==> config.mk <==
export PLATFORM = sky130hd
export DESIGN_NAME = gf2m_digit_alu
export DESIGN_NICKNAME = d
export VERILOG_FILES = /design/src/rtl/gf2m_alu_pkg.sv /design/src/rtl/gf2m_digit_mac.sv /design/src/rtl/gf2m_digit_alu.sv
export SDC_FILE = /design/constraint.sdc
export NUM_CORES = 2
export LEC_CHECK = 0
export BUFFER_PORTS_ARGS = -buffer_cell sky130_fd_sc_hd__buf_2
export CAP_MARGIN = 10
export CORE_UTILIZATION = 25
export DETAILED_ROUTE_END_ITERATION = 10
export GPL_TIMING_DRIVEN = 0
export HOLD_SLACK_MARGIN = 0.08
export PLACE_DENSITY_LB_ADDON = 0.2
export SETUP_SLACK_MARGIN = 0.1
export SLEW_MARGIN = 20
export SYNTH_ARGS = -nofsm -noshare
export SYNTH_HDL_FRONTEND = slang
export SYNTH_SLANG_ARGS = --single-unit
==> constraint.sdc <==
create_clock -name clk -period 5.6 [get_ports clk]
set_clock_uncertainty 0.05 [all_clocks]
set_input_delay 0.28 -clock clk [delete_from_list [all_inputs] [get_ports clk]]
set_output_delay 0.28 -clock clk [all_outputs]
set_load 0.05 [all_outputs]
==> src/rtl/gf2m_alu_pkg.sv <==
// Shared opcodes, FSM states and sizing helper for the GF(2^M) digit-serial ALU.
package gf2m_alu_pkg;

  localparam logic [3:0] OP_ADD = 4'b0001;
  localparam logic [3:0] OP_MUL = 4'b0011;
  localparam logic [3:0] OP_SQR = 4'b0100;
  localparam logic [3:0] OP_DEG = 4'b0111;

  typedef enum logic [1:0] {
    IDLE,
    RUN,
    DONE
  } alu_state_t;

  function automatic int num_digits(input int m, input int d);
    return (m + d - 1) / d;
  endfunction

endpackage

==> src/rtl/gf2m_digit_mac.sv <==
// One digit-serial multiplier step: acc*x^D mod f ^ A*digit mod f, evaluated
// bit by bit (Horner) so every intermediate stays reduced to M bits.
module gf2m_digit_mac #(
  parameter int M = 144,
  parameter int D = 8
) (
  input  logic [M-1:0] acc,
  input  logic [M-1:0] a,
  input  logic [D-1:0] digit,
  input  logic [M:0]   f,
  output logic [M-1:0] acc_next
);

  logic [M-1:0] t_acc;
  logic [M:0]   shifted;

  always_comb begin
    t_acc   = acc;
    shifted = '0;
    for (int j = D - 1; j >= 0; j--) begin
      shifted = {t_acc, 1'b0};
      if (shifted[M]) shifted = shifted ^ f;
      t_acc = shifted[M-1:0] ^ (digit[j] ? a : '0);
    end
    acc_next = t_acc;
  end

endmodule

==> src/rtl/gf2m_digit_alu.sv <==
// Parametrised GF(2^M) polynomial-basis ALU with digit-serial MUL.
// Optional feature macro: GF2M_ALU_SQR_EN enables opcode 0100 (squaring).
module gf2m_digit_alu
  import gf2m_alu_pkg::*;
#(
  parameter int M = 144,
  parameter int D = 8
) (
  input  logic         clk,
  input  logic         rst,
  input  logic         alu_start,
  input  logic [3:0]   alu_typ_sel,
  input  logic [M-1:0] alu_o_dat,
  input  logic [M-1:0] alu_t_dat,
  input  logic         alu_mod_sel,
  input  logic [M:0]   alu_mod_dat,
  output logic         alu_busy,
  output logic [M-1:0] alu_r_dat1,
  output logic         compute_done,
  output logic         alu_err
);

  localparam int N  = num_digits(M, D);
  localparam int NB = N * D;
  localparam int CW = $clog2(N + 1);

  alu_state_t state, state_next;

  logic [M-1:0]  a_reg;
  logic [M-1:0]  acc;
  logic [NB-1:0] b_reg;
  logic [M:0]    mod_reg;
  logic [CW-1:0] cnt;
  logic [M-1:0]  mac_out;
  logic [M-1:0]  b_src;
  logic [M-1:0]  deg_res;
  logic          op_mul;
  logic          op_legal;
  logic          last_iter;

  assign alu_busy     = (state == RUN);
  assign compute_done = (state == DONE);
  assign last_iter    = (cnt == CW'(N - 1));

  always_comb begin
    op_mul   = (alu_typ_sel == OP_MUL);
    b_src    = alu_t_dat;
`ifdef GF2M_ALU_SQR_EN
    if (alu_typ_sel == OP_SQR) begin
      op_mul = 1'b1;
      b_src  = alu_o_dat;
    end
`endif
    op_legal = op_mul || (alu_typ_sel == OP_ADD) || (alu_typ_sel == OP_DEG);
  end

  // Highest set bit wins; a zero operand has no degree and reports all-ones.
  always_comb begin
    deg_res = '1;
    for (int i = 0; i < M; i++) begin
      if (alu_o_dat[i]) deg_res = M'(i);
    end
  end

  always_comb begin
    state_next = state;
    case (state)
      IDLE:    if (alu_start) state_next = op_mul ? RUN : DONE;
      RUN:     if (last_iter) state_next = DONE;
      DONE:    state_next = IDLE;
      default: state_next = IDLE;
    endcase
  end

  always_ff @(posedge clk) begin
    if (rst) state <= IDLE;
    else     state <= state_next;
  end

  // Single-cycle ops finish at the acceptance edge; MUL/SQR write the result
  // on the final iteration so it is already valid while compute_done is high.
  always_ff @(posedge clk) begin
    if (rst) begin
      a_reg      <= '0;
      b_reg      <= '0;
      acc        <= '0;
      cnt        <= '0;
      mod_reg    <= '0;
      alu_r_dat1 <= '0;
      alu_err    <= 1'b0;
    end else begin
      case (state)
        IDLE: begin
          if (alu_mod_sel) mod_reg <= alu_mod_dat;
          if (alu_start) begin
            a_reg <= alu_o_dat;
            b_reg <= NB'(b_src);
            acc   <= '0;
            cnt   <= '0;
            if (!op_mul) begin
              alu_err <= !op_legal;
              if (alu_typ_sel == OP_ADD)      alu_r_dat1 <= alu_o_dat ^ alu_t_dat;
              else if (alu_typ_sel == OP_DEG) alu_r_dat1 <= deg_res;
            end
          end
        end
        RUN: begin
          acc   <= mac_out;
          b_reg <= b_reg << D;
          cnt   <= cnt + 1'b1;
          if (last_iter) begin
            alu_r_dat1 <= mac_out;
            alu_err    <= 1'b0;
          end
        end
        default: ;
      endcase
    end
  end

  gf2m_digit_mac #(
    .M(M),
    .D(D)
  ) u_mac (
    .acc     (acc),
    .a       (a_reg),
    .digit   (b_reg[NB-1 -: D]),
    .f       (mod_reg),
    .acc_next(mac_out)
  );

endmodule

== Word-level counts from Yosys, hierarchy flattened ==
Cells that the tools add are included.
Widths: inputs -> output; s select.

* Logic and storage cells: 227
* Register bits after elaboration: 728
* Output and inout bits: 147
* Input bits: 441

* Multiplexer cells: 180
* Bitwise logic cells: 17
* Add/sub/neg operators: 1
* Equality and inequality tests: 10
* Reduce and logical (&&, ||, !) cells: 11

{| class="wikitable"
|+ Operators with widths
! cell !! number
|-
| $mux 144 || 167
|-
| $xor 144x144->144 || 17
|-
| $pmux 144 s2 || 3
|-
| $pmux 5 s2 || 1
|-
| $reduce_and 2->1 || 4
|-
| $mux 2 || 3
|-
| $add 5x1->5 const B || 1
|-
| $eq 5x5->1 const B || 1
|-
| $mux 5 || 1
|-
| $reduce_and 5->1 || 1
|-
| $eq 4x1->1 const B || 1
|-
| $eq 4x2->1 const B || 1
|-
| $eq 4x3->1 const B || 1
|-
| $ne 2x2->1 const B || 2
|-
| $pmux 2 s2 || 1
|-
| $reduce_and 4->1 || 1
|-
| $mux 1 || 3
|-
| $ne 3x3->1 const B || 1
|-
| $eq 2x1->1 const B || 1
|-
| $eq 2x2->1 const B || 1
|-
| $logic_not 2->1 || 1
|-
| $logic_or 1x1->1 || 2
|-
| $ne 2x1->1 const B || 1
|-
| $pmux 1 s2 || 1
|-
| other kinds (2) || 2
|}

== Depth between registers and ports, before layout ==
* Depth in word-level cells: 149
* Gate-level depth with buffers: 18

== By module ==
A second synthesis with hierarchy kept.

* Cells, all modules: 9,217
* Area, all modules: 62,814.0 um^2

{| class="wikitable"
|+ Modules (own cells, without submodules)
! module !! instances !! cells an instance !! area an instance (um^2) !! seq. area each (um^2)
|-
| gf2m_digit_mac || 1 || 5,170 || 31,597.8 || 0.0
|-
| gf2m_digit_alu || 1 || 4,047 || 31,216.2 || 14,594.0
|}

== Worst setup path after synthesis ==
Ideal clock, no wire load.

* Path kind: reg2reg
* From: reg b_reg[142]
* To: reg alu_r_dat1[1]
* Path slack: 1.349 ns
* Buffers on the path: 3
* Library setup time: 0.088 ns
* Cell stages (with the launch flop): 17
* Arrival time: 4.113 ns
* Required time: 5.462 ns
* Path through: dfxtp_1 buf_2 nand2_1 xnor3_2 xnor2_4 xor2_2 mux2_2 and4_1 a211o_1 and4_4 or4_1 clkbuf_1 and2_1 buf_6 a211o_1 a31o_1 a311oi_2

* Word-level cells in the longest chain between the ends: 21
* Elaborated cells between the ends (all ways): 22
* Those cells by class: 9 x mux; 13 x bitwise

{| class="wikitable"
|+ RTL lines
! item !! RTL line !! RTL
|-
| start: declaration || gf2m_digit_alu.sv:31 || <nowiki>logic [NB-1:0] b_reg;</nowiki>
|-
| start signal: assignment || gf2m_digit_alu.sv:97 || <nowiki>b_reg <= NB'(b_src);</nowiki>
|-
| start signal: assignment || gf2m_digit_alu.sv:109 || <nowiki>b_reg <= b_reg << D;</nowiki>
|-
| $mux 144 * || gf2m_digit_mac.sv:23 || <nowiki>t_acc = shifted[M-1:0] ^ (digit[j] ? a : '0);</nowiki>
|-
| $xor 144x144->144 * || gf2m_digit_mac.sv:23 ||
|-
| $xor 144x144->144 || gf2m_digit_mac.sv:22 || <nowiki>if (shifted[M]) shifted = shifted ^ f;</nowiki>
|-
| $mux 144 * || gf2m_digit_mac.sv:22 ||
|-
| $xor 144x144->144 * || gf2m_digit_mac.sv:23 ||
|-
| $xor 144x144->144 || gf2m_digit_mac.sv:22 ||
|-
| $mux 144 * || gf2m_digit_mac.sv:22 ||
|-
| $xor 144x144->144 * || gf2m_digit_mac.sv:23 ||
|-
| (+5 left out) || n/a ||
|-
| $xor 144x144->144 * || gf2m_digit_mac.sv:23 ||
|-
| $mux 144 * || gf2m_digit_mac.sv:22 ||
|-
| $xor 144x144->144 * || gf2m_digit_mac.sv:23 ||
|-
| $xor 144x144->144, on equally long branches || gf2m_digit_mac.sv:22, gf2m_digit_mac.sv:23 ||
|-
| $mux 144 * || gf2m_digit_mac.sv:22 ||
|-
| $xor 144x144->144 * || gf2m_digit_mac.sv:23 ||
|-
| $mux 144 * || gf2m_digit_alu.sv:111 || <nowiki>if (last_iter) begin</nowiki>
|-
| $pmux 144 s2 * || gf2m_digit_alu.sv:92 || <nowiki>case (state)</nowiki>
|-
| end signal: assignment || gf2m_digit_alu.sv:102 || <nowiki>if (alu_typ_sel == OP_ADD) alu_r_dat1 <= alu_o_dat ^ alu_t_dat;</nowiki>
|-
| end signal: assignment || gf2m_digit_alu.sv:103 || <nowiki>else if (alu_typ_sel == OP_DEG) alu_r_dat1 <= deg_res;</nowiki>
|-
| end signal: assignment || gf2m_digit_alu.sv:112 || <nowiki>alu_r_dat1 <= mac_out;</nowiki>
|-
| end: declaration || gf2m_digit_alu.sv:18 || <nowiki>output logic [M-1:0] alu_r_dat1,</nowiki>
|}

Every way passes the cells marked *; elsewhere a longest branch is shown, timed or not. The select of a mux whose other input is x is not followed.
A chain may end at the register's enable or synchronous reset.

== Final worst setup path ==
* From: reg b_reg[142]
* To: reg alu_r_dat1[92]

* Word-level cells in the longest chain between the ends: 22

{| class="wikitable"
|+ RTL lines
! item !! RTL line
|-
| $mux 144 * || gf2m_digit_mac.sv:23
|-
| $xor 144x144->144 * || gf2m_digit_mac.sv:23
|-
| $xor 144x144->144 || gf2m_digit_mac.sv:22
|-
| $mux 144 * || gf2m_digit_mac.sv:22
|-
| $xor 144x144->144 * || gf2m_digit_mac.sv:23
|-
| $xor 144x144->144 || gf2m_digit_mac.sv:22
|-
| $mux 144 * || gf2m_digit_mac.sv:22
|-
| $xor 144x144->144 * || gf2m_digit_mac.sv:23
|-
| (+6 left out) || n/a
|-
| $xor 144x144->144 || gf2m_digit_mac.sv:22
|-
| $mux 144 * || gf2m_digit_mac.sv:22
|-
| $xor 144x144->144 * || gf2m_digit_mac.sv:23
|-
| $xor 144x144->144 || gf2m_digit_mac.sv:22
|-
| $mux 144 * || gf2m_digit_mac.sv:22
|-
| $xor 144x144->144 * || gf2m_digit_mac.sv:23
|-
| $mux 144 * || gf2m_digit_alu.sv:111
|-
| $pmux 144 s2 * || gf2m_digit_alu.sv:92
|}

Marked as above.

==> metrics <==
reg2reg start b_reg[142]$_SDFFE_PP0P_; Initial Util 0.251; Final Hold Fails 0; initial antenna violation count 42; top-area cell type share of the netlist area 0.236; #FFs+latches synth roughly 730; WL final 301 mm; Slowest cell on crit path or4_1; worst slew pin tran between 1 and 1.5 ns; Max-cap violations 0; Synth-to-Final Area Change 25.5%; Hold Path Depth 5; Post-synth EDFFs 0; Routed Antenna Nets 0; Die H 499 um; Critical path buffers and inverters 5; Lkg Pwr 0.0276 uW; port bufs 583; NumNets Final 10400; vias per cell 4.72; slew margin rel. 0.222; crit-path max cell delay 0.57 ns; Final Slew Violations 0; total stage count of the critical path 18; CTS Buf Count 95; clock latency on the worst-skew pair between 0.7 and 0.8 ns; drt first pass iters 6; root buffer cell clkbuf_16; footprint of the multi-input gates around 44000 um2; pin count of the biggest net entering global routing 15; CTS tree done; htree depth 3; Crit path top cell by count clkbuf_2; crit path max fanout 10; R2R depth 18; startpoint of the worst hold path alu_typ_sel[2]; Warnings, synthesis 0; all-layer global routing usage 0.234; CP required between 6 and 7 ns; Synth Cell Area 61800 um2; TNS Setup 0 ns; top cells by area, synth dfxtp_1, xnor2_1, nand2_1, xor2_1, xnor3_1; first-pass GRT wire length 428 mm; maximum VDD drop 0.219 mV; Crit. End Element flip-flop; gr ovfl total 0; crit share post-route 0.962; vias 62500; clock sink total 728; most frequent cell after synthesis nand2_1; Clock Path Buffers 3; synth unique cells roughly 70; area leader, netlist dfxtp_1; placed cell areas 69600 um2; busiest grt layer met2; data arrival time of the critical path 5.97 ns; register area share after synthesis 0.236; grt met1 use 0.316; Mapped Cells around 8800; share of post-route cells with drive strength above 1 0.0920; Avg WL per Cell 22.7 um; delay-heaviest family, CP XOR/XNOR gates; main flop type after synthesis dfxtp_1; outcome complete, no violations; minimum clock period after layout 5.39 ns; synthesized area per cell 7.04 um2; I/O pin count 588; met2 Use GR 0.377; vias in the first global route 61000; Std-Cell Core Area between 200000 and 250000 um2; RSZ-0062 raised after global routing no; Synthesized Nets between 9000 and 10000; R2R setup slack 0.21 ns; Synth top cells by count nand2_1, xnor2_1, dfxtp_1; Worst-path clk slew 0.06 ns; crit path kind reg2reg; die width 499 um; routability congestion estimate around 0.91; Reg area 14600 um2; fill cell count between 20000 and 30000; Hold EP state[0]$_SDFFE_PP0P_; worst hold path class in2reg; Core Rows 182; post-route cell area 77600 um2; Setup Viol. Count Final 0; hold_ws 0.161 ns; ys async rst share 0; dpl hpwl approximately 240 mm; full die area ~250000 um2; crit-path cells buf_4 > nand2_1 > xnor3_2 > xnor2_4 > xor2_4 > mux2_2 > and4_1 > o211ai_1 > a311oi_2 > or4_1 > clkbuf_2 > clkbuf_2 > buf_12 > buf_2 > nand3_1 > xnor3_1 > nor2_1 > o31ai_1; Util after Layout 0.315; power density over cell area 228 nW/um2; initial drt markers 5145; RR Endpoint alu_r_dat1[92]$_SDFFE_PP0P_; grt met3 use 0.0257; Max Fclk 186 MHz; crit start category flip-flop; drc violations 0
[timing repair]
item / in CTS / in global routing
hold buffers: 435 / 0
endpoints found under the hold margin: 572 / 0
setup endpoints to repair: 287 / 100
gates resized for setup: 25 / 13
pin swaps: 2 / 4
setup buffers: 1 / 7
[worst max path at each step]
stage | start | end
final | b_reg[142]$_SDFFE_PP0P_ | alu_r_dat1[92]$_SDFFE_PP0P_
after global routing | b_reg[142]$_SDFFE_PP0P_ | alu_r_dat1[55]$_SDFFE_PP0P_
after CTS | b_reg[142]$_SDFFE_PP0P_ | alu_r_dat1[59]$_SDFFE_PP0P_
after detailed placement | b_reg[141]$_SDFFE_PP0P_ | alu_r_dat1[59]$_SDFFE_PP0P_
after global placement | b_reg[141]$_SDFFE_PP0P_ | alu_r_dat1[59]$_SDFFE_PP0P_
after floorplan | b_reg[142]$_SDFFE_PP0P_ | alu_r_dat1[1]$_SDFFE_PP0P_
[per-stage QoR]
stage          worst slack, ns  std cells  total power, uW
5_1_grt                 0.0965      13200            18400
4_1_cts                 0.0940      13200            17800
3_5_place_dp             -1.12      12600            10800
6_report                 0.214      13200            17700
3_3_place_gp             -3.03      12600            10800
2_1_floorplan             1.35       8779             8960
[cell usage in the layout (no fill, tap or decap), types with 9 or more instances in the layout]
cell,netlist,final
a21oi_1,484,484
a22o_1,140,140
a311oi_1,140,139
buf_1,120,117
buf_12,0,9
buf_16,0,20
buf_2,40,619
buf_4,0,11
bufinv_16,0,10
clkbuf_1,680,643
clkbuf_16,0,96
clkbuf_2,0,48
clkbuf_8,0,16
clkinv_2,0,21
clkinvlp_4,0,10
dfxtp_1,728,727
diode_2,0,14
dlygate4sd3_1,0,435
inv_1,37,37
nand2_1,3184,3183
nand3_1,166,165
nand4_1,10,10
nor2_1,387,383
nor3_1,34,32
nor4_1,29,28
o21ai_0,35,35
o31ai_1,146,143
xnor2_1,1573,1571
xnor3_1,141,141
xor2_1,566,564
[worst reg2reg max path, cell delays in order (launching register included)]
cell and delay [ns]:
dfxtp_1 0.31, buf_4 0.26, nand2_1 0.13, xnor3_2 0.45, xnor2_4 0.28, xor2_4 0.33, mux2_2 0.40, and4_1 0.23
o211ai_1 0.32, a311oi_2 0.21, or4_1 0.57, clkbuf_2 0.21, clkbuf_2 0.24, buf_12 0.20, buf_2 0.29, nand3_1 0.11
xnor3_1 0.30, nor2_1 0.24, o31ai_1 0.11
[final cells by class]
| cell class | count | share of cell area |
|---|---|---|
| clock inverters | 51 | 0.00836 |
| well taps | 3220 | 0.0519 |
| clock buffers | 127 | 0.0345 |
| inverters | 37 | 0.00179 |
| plain buffers | 841 | 0.0428 |
| flip-flops and latches | 728 | 0.188 |
| multi-input cells | 7171 | 0.568 |
| diodes | 14 | 0.000452 |
| repair buffers | 1058 | 0.104 |
[routing by layer]
metal	routed length, um	share of wire
met3	17700	0.059
met5	13	0.000043
met2	134000	0.45
met4	13100	0.044
met1	135000	0.45
[kinds of logic (layout without fill, tap and decap cells)]
kind of cell    count (synthesis)  in the layout  synth area share
compound gates               1022           1022             0.110
xor+xnor                     2286           2286             0.357
fa+ha+maj                       2              2          0.000405
buf+inv                       880           2114            0.0546
flops                         728            728             0.236
mux                             4              4          0.000688
other cells                     0             14                 0
simple gates                 3857           3857             0.242
[where the power goes]
part           switching, uW  internal, uW  total (uW)
sequential               117          5400        5520
combinational           3330          2190        5520
clock                   2800          3850        6650
No activity file was read; power rests on OpenSTA's default activity.
